==> src/rtl/fpnew_divsqrt_result_buffer.sv <==
// FIFO result buffer between the iterative div/sqrt unit and writeback.
// Also keeps a sticky OR of retired status flags for the fflags CSR.
module fpnew_divsqrt_result_buffer #(
    parameter int unsigned WIDTH     = 64,
    parameter int unsigned DEPTH     = 4,
    parameter int unsigned TAG_WIDTH = 8
) (
    input  logic                         clk_i,
    input  logic                         rst_i,
    input  logic                         flush_i,
    input  logic                         in_valid_i,
    output logic                         in_ready_o,
    input  logic [WIDTH-1:0]             in_result_i,
    input  logic [4:0]                   in_status_i,
    input  logic                         in_ext_bit_i,
    input  logic [TAG_WIDTH-1:0]         in_tag_i,
    output logic                         out_valid_o,
    input  logic                         out_ready_i,
    output logic [WIDTH-1:0]             out_result_o,
    output logic [4:0]                   out_status_o,
    output logic                         out_ext_bit_o,
    output logic [TAG_WIDTH-1:0]         out_tag_o,
    output logic [$clog2(DEPTH+1)-1:0]   usage_o,
    output logic [4:0]                   status_acc_o,
    input  logic                         status_clr_i,
    output logic                         busy_o
);

    localparam int unsigned PTR_W = (DEPTH > 1) ? $clog2(DEPTH) : 1;
    localparam int unsigned CNT_W = $clog2(DEPTH+1);
    localparam logic [PTR_W-1:0] PTR_LAST = PTR_W'(DEPTH-1);
    localparam logic [CNT_W-1:0] CNT_FULL = CNT_W'(DEPTH);

    logic [WIDTH-1:0]     res_q [DEPTH];
    logic [4:0]           sts_q [DEPTH];
    logic                 ext_q [DEPTH];
    logic [TAG_WIDTH-1:0] tag_q [DEPTH];

    logic [PTR_W-1:0] wr_q, wr_d, rd_q, rd_d;
    logic [CNT_W-1:0] cnt_q, cnt_d;
    logic [4:0]       acc_q, acc_d;
    logic             push, pop, push_eff, pop_eff;

    // Explicit compare keeps the wrap correct for non-power-of-two DEPTH.
    function automatic logic [PTR_W-1:0] ptr_inc(input logic [PTR_W-1:0] p);
        return (p == PTR_LAST) ? '0 : p + PTR_W'(1);
    endfunction

    assign in_ready_o   = (cnt_q != CNT_FULL);
    assign out_valid_o  = (cnt_q != '0);
    assign push         = in_valid_i & in_ready_o;
    assign pop          = out_valid_o & out_ready_i;
    assign push_eff     = push & ~flush_i;
    assign pop_eff      = pop & ~flush_i;

    assign out_result_o  = res_q[rd_q];
    assign out_status_o  = sts_q[rd_q];
    assign out_ext_bit_o = ext_q[rd_q];
    assign out_tag_o     = tag_q[rd_q];
    assign usage_o       = cnt_q;
    assign busy_o        = out_valid_o;
    assign status_acc_o  = acc_q;

    always_comb begin
        wr_d  = wr_q;
        rd_d  = rd_q;
        cnt_d = cnt_q;
        acc_d = acc_q;
        if (flush_i) begin
            wr_d  = '0;
            rd_d  = '0;
            cnt_d = '0;
        end else begin
            if (push_eff) wr_d = ptr_inc(wr_q);
            if (pop_eff)  rd_d = ptr_inc(rd_q);
            if (push_eff && !pop_eff)      cnt_d = cnt_q + CNT_W'(1);
            else if (pop_eff && !push_eff) cnt_d = cnt_q - CNT_W'(1);
        end
        // A clear coinciding with a pop keeps the popped flags so they are not lost.
        if (status_clr_i) acc_d = pop_eff ? sts_q[rd_q] : 5'b0;
        else if (pop_eff) acc_d = acc_q | sts_q[rd_q];
    end

    always_ff @(posedge clk_i) begin
        if (rst_i) begin
            wr_q  <= '0;
            rd_q  <= '0;
            cnt_q <= '0;
            acc_q <= '0;
        end else begin
            wr_q  <= wr_d;
            rd_q  <= rd_d;
            cnt_q <= cnt_d;
            acc_q <= acc_d;
        end
    end

    always_ff @(posedge clk_i) begin
        if (push_eff && !rst_i) begin
            res_q[wr_q] <= in_result_i;
            sts_q[wr_q] <= in_status_i;
            ext_q[wr_q] <= in_ext_bit_i;
            tag_q[wr_q] <= in_tag_i;
        end
    end

endmodule

==> config.mk <==
export PLATFORM = sky130hd
export DESIGN_NAME = fpnew_divsqrt_result_buffer
export DESIGN_NICKNAME = d
export VERILOG_FILES = /design/src/rtl/fpnew_divsqrt_result_buffer.sv
export SDC_FILE = /design/constraint.sdc
export NUM_CORES = 1
export LEC_CHECK = 0
export ABC_AREA = 0
export CAP_MARGIN = 30
export CELL_PAD_IN_SITES_DETAIL_PLACEMENT = 0
export CELL_PAD_IN_SITES_GLOBAL_PLACEMENT = 1
export CORE_MARGIN = 4
export CORE_UTILIZATION = 48
export DETAILED_ROUTE_END_ITERATION = 10
export GPL_TIMING_DRIVEN = 0
export PLACE_DENSITY_LB_ADDON = 0.1
export SETUP_SLACK_MARGIN = 0.3
export SYNTH_ARGS = -nofsm -noshare
export SYNTH_HDL_FRONTEND = slang
export SYNTH_SLANG_ARGS = --single-unit
==> constraint.sdc <==
create_clock -name clk_i -period 3.8 [get_ports clk_i]
set_clock_uncertainty 0.1 [all_clocks]
set_input_delay 0.76 -clock clk_i [delete_from_list [all_inputs] [get_ports clk_i]]
set_output_delay 0.76 -clock clk_i [all_outputs]
set_load 0.02 [all_outputs]
* Word level (Yosys, flattened, before mapping)
Memory sizes are Yosys's and may differ from the RTL's. A register that Yosys moved wholly into a read port is not among the register bits.
Cells that the tools add are included.
Widths: inputs -> output; s select.
** Storage, ports and cells
- Logic and storage cells :: 48
- Memories :: 4
- Flip-flop bits (word level) :: 12
- Bits in latches :: 0
- RAM bits :: 312
- ROM bits :: 0
** Cells by class
- Reduce and logical (&&, ||, !) cells :: 10
- Bitwise gates (word level) :: 6
- Shift-type cells :: 0
- Add/subtract/negate cells :: 4
- $lt $le $gt $ge :: 0
- Eq/ne operators :: 3
- $mul :: 0
- Div/mod/pow operators :: 0
- Mux-type cells :: 17
** Memories
- res_q :: depth 4, width 64, rd ports 1, clocked after memory_dff 1, wr ports 1, line 34 : logic [WIDTH-1:0] res_q [DEPTH];
- tag_q :: depth 4, width 8, rd ports 1, clocked after memory_dff 1, wr ports 1, line 37 : logic [TAG_WIDTH-1:0] tag_q [DEPTH];
- sts_q :: depth 4, width 5, rd ports 1, clocked after memory_dff 1, wr ports 1, line 35 : logic [4:0] sts_q [DEPTH];
- ext_q :: depth 4, width 1, rd ports 1, clocked after memory_dff 1, wr ports 1, line 36 : logic ext_q [DEPTH];
** Operators by type and width (number)
- $mux 2 :: 10
- $mux 5 :: 3
- $mux 3 :: 2
- $or 5x5->5 :: 1
- $add 2x1->2 const B :: 2
- $and 1x1->1 :: 4
- $eq 2x2->1 const B :: 2
- $reduce_bool 2->1 :: 2
- $add 3x1->3 const B :: 1
- $logic_and 1x1->1 :: 3
- $logic_not 1->1 :: 3
- $ne 3x3->1 const B :: 1
- $reduce_bool 3->1 :: 1
- $sub 3x1->3 const B :: 1
- $mux 1 :: 2
- $reduce_or 2->1 :: 1
- $not 1->1 :: 1

* Longest topological paths before layout
- Depth after elaboration :: 7
- Mapped depth :: 8
- Mapped depth without buffers :: 8

* Least setup slack after synthesis
No wires, ideal clock.
- Kind :: input to register
- Start :: in in_valid_i
- End :: mem ext_q[0], enable pin
- Stages :: 3
- Required time :: 3.255 ns
- Library setup time :: 0.445 ns
- Setup slack :: 0.410 ns
- Data arrival time :: 2.845 ns
- Cell sequence :: inv_1 nor2_1 and3_1
** Between the ends
- Longest elaborated chain between the ends :: 5
** RTL lines
- start: declaration :: line 11 : input logic in_valid_i,
- $and 1x1->1 :: line 51 : assign push = in_valid_i & in_ready_o;
- $and 1x1->1 :: line 53 : assign push_eff = push & ~flush_i;
- $logic_and 1x1->1 :: line 99 : if (push_eff && !rst_i) begin
- $mux 1 :: line 99
- $mux 1 (implied by the code) :: line 102 : ext_q[wr_q] <= in_ext_bit_i;
- end: declaration :: line 36
Every way passes these cells.

==> metrics.md <==
| Metric | Value |
|---|---|
| GRT Overall Usage | `0.1592` |
| Crit start category | `register` |
| Mapped Cells | `474` |
| Hold Path Class | `reg -> reg` |
| Delay-heaviest family, CP | `buffers and inverters` |
| DRC | `0` |
| Leakage dissipation | `0.004856 uW` |
| Worst slew pin tran | `660.4 ps` |
| Setup TNS | `0 ps` |
| Slew Limit Fails | `0` |
| CTS Buf Count | `34` |
| Worst Path Required | `2940 ps` |
| Worst-path clk slew | `60 ps` |
| Layout filler cell count | `1,667` |
| Largest net degree at the start of global routing | `44` |
| Crit-path cells | `clkbuf_2 > clkbuf_4 > buf_2 > mux4_2 > clkdlybuf4s50_1` |
| Chip width | `166.1 um` |
| Avg WL per Cell | `21.06 um` |
| Yosys warnings | `0` |
| Status | `finished clean` |
| Max-cap viol count | `0` |
| Mean Syn Cell Area | `25.32 um^2` |
| Sink Count | `326` |
| Vias per inst | `5.306` |
| Vias in the first global route | `6,029` |
| Final-report setup violation count | `0` |
| CTS root buffer | `clkbuf_16` |
| Maximum vdd drop | `372.0 uV` |
| Post-Syn Area | `12,000 um^2` |
| Htree depth | `2` |
| Hold slack | `382.7 ps` |
| Syn Nets | `565` |
| Critical path's slowest cell | `clkdlybuf4s50_1` |
| Fin crit share | `0.8867` |
| WL final | `21.80 mm` |
| Synth Area in Simple Gates | `0.009694` |
| RSZ-0062 raised after global routing | `no` |
| Total power | `7452 uW` |
| Seq/Total Area, Yosys | `0.8038` |
| CP endpoint kind | `primary output` |
| Hold Fails Final Rpt | `0` |
| 1st-iter DRT viols | `286` |
| Slew HR | `0.5597` |
| Initial antenna violation count | `2` |
| Synth Area in XOR/XNOR | `0.001459` |
| FF-to-FF setup slack | `1400 ps` |
| Final ANT Viol Nets | `0` |
| Synth Area in Compound Gates | `0.007609` |
| Worst-skew pair later-pin latency | `490 ps` |
| CTS tree | `done` |
| GP Congestion | `0.7548` |
| Post-synthesis mux area share | `0.1489` |
| Core ar. | `24,460 um^2` |
| # rows | `57` |
| Period minus WS final | `3369 ps` |
| Synth unique cells | `29` |
| Post-Synth Adder-Cell Area | `0.007922` |
| Post-Layout Cell Count | `1,035` |
| Share of layout cells above drive strength 1 | `0.2141` |
| Hold_buf cts | `0` |
| First-pass GRT wire length | `34.24 mm` |
| Die area | `27,600 um^2` |
| Yosys reg bits | `326` |
| CP Class | `reg -> out` |
| Main combinational cell family by area after synthesis | `multiplexers` |
| Die H | `166.1 um` |
| Crit path buffers/inverters | `4` |
| DRT Pass-1 Iters | `4` |
| Fmax | `296.8 MHz` |
| Cell total after placement | `974` |
| CP arrival | `2510 ps` |
| Synth-to-Final Area Change | `27.65%` |
| Hpwl dp | `13.45 mm` |
| Detailed-route via count | `5,492` |
| Total power density per cell area | `486.3 nW/um^2` |
| Nets@finish | `777` |
| I/O Pins | `173` |
| Clock tree buffer depth | `3` |
| Postcts setup bufs | `0` |
| Final Core Density | `0.6264` |
| Crit path largest cell delay | `560 ps` |
| CP max FO | `10` |
| Starting Density | `0.4907` |
| Total grt overflow | `0` |
| Port Buf Inserts | `172` |
==> where the power goes <==
part	internal, uW	total, uW	switching, uW
Combinational	221	407	185
Clock	1820	3060	1240
Sequential	3980	3990	11.8
Total	6010	7450	1440
==> per-stage QoR <==
stage | cell area, um^2 | worst slack (ps)
6_report | 15320 | 430.7
4_1_cts | 15310 | 286.4
5_1_grt | 15320 | 306.8
3_5_place_dp | 14260 | 706.3
3_3_place_gp | 14130 | -1680
2_1_floorplan | 12000 | 409.5
==> cells in the final DEF, fill, tap and decap left out, types with 3 or more instances in the layout <==
cell / count
ha_1: 6
clkinv_1: 5
a22o_1: 5
buf_12: 8
buf_16: 4
or3_1: 3
clkinv_2: 8
clkbuf_4: 4
clkbuf_16: 36
inv_1: 5
clkbuf_1: 9
nor2_1: 7
buf_4: 4
a21oi_1: 4
and3_4: 4
mux4_1: 3
o21ai_0: 3
clkdlybuf4s50_1: 172
edfxtp_1: 312
dfxtp_1: 14
mux4_2: 75
==> layer usage <==
layer  part of all wire  global-route usage  vias up
li1                   -                   -     2458
met1               0.40              0.2076     2836
met2               0.51              0.2623      164
met3              0.074             0.05070       32
met4              0.020             0.04340        2
met5            0.00055                   0        -
==> synth_stat cells <==
cell,instances,area share
and3_1,4,0.0021
or2_0,1,0.00052
mux4_2,75,0.14
mux4_1,3,0.0066
inv_1,5,0.0016
a21oi_1,4,0.0017
a22o_1,5,0.0036
nor3b_2,1,0.0010
edfxtp_1,312,0.78
fa_1,1,0.0017
clkbuf_1,1,0.00031
buf_2,8,0.0033
nor2_1,7,0.0022
dfxtp_1,14,0.023
or3_1,3,0.0016
o21ai_0,3,0.0013
buf_6,1,0.00094
o31ai_2,1,0.0010
buf_4,1,0.00063
nand3_1,1,0.00042
or2_2,1,0.00052
or4_1,1,0.00063
xor2_1,2,0.0015
nor3_1,1,0.00042
buf_12,8,0.013
ha_1,6,0.0063
clkbuf_2,1,0.00042
mux2i_1,2,0.0017
nand2_1,1,0.00031
==> repair_timing <==
item / 4_1_cts / 5_1_grt
endpoints found under the hold margin: 0 / 0
setup endpoints to repair: 25 / 41
resized for setup: 3 / 4
==> path summary, 6_finish.rpt <==
path | depth (start not counted) | end | start
worst min register to register | 1 | status_acc_o[0] | status_acc_o[0]
worst max register to register | 8 | usage_o[2] | usage_o[1]
worst min-delay path | 1 | status_acc_o[0] | status_acc_o[0]
worst max-delay path | 5 | out_result_o[40] | register
==> cell type report <==
type                            instances  area [um^2]  area share
Multi-Input combinational cell        123         2128      0.1389
Timing Repair Buffer                  176         1832      0.1195
Buffer                                 20        245.2     0.01600
Tap cell                              324        405.4     0.02646
Clock buffer                           45        944.7     0.06165
Clock inverter                         15        97.59    0.006369
Sequential cell                       326         9649      0.6297
Antenna cell                            1        2.502   0.0001633
Inverter                                5        18.77    0.001225
==> state kept, by name, indices dropped and copies added, names as in the netlist, named ones only <==
register / count
ext_q: 4
rd_q: 2
res_q: 256
status_acc_o: 5
sts_q: 20
tag_q: 32
usage_o: 3
wr_q: 2
==> kinds of logic after synthesis <==
kind of cell / after synthesis
simple gates: 21
compound gates: 13
mux: 80
fa+ha+maj: 7
flops: 326
buf+inv: 25
xor+xnor: 2
No activity file was read; power rests on OpenSTA's default activity.
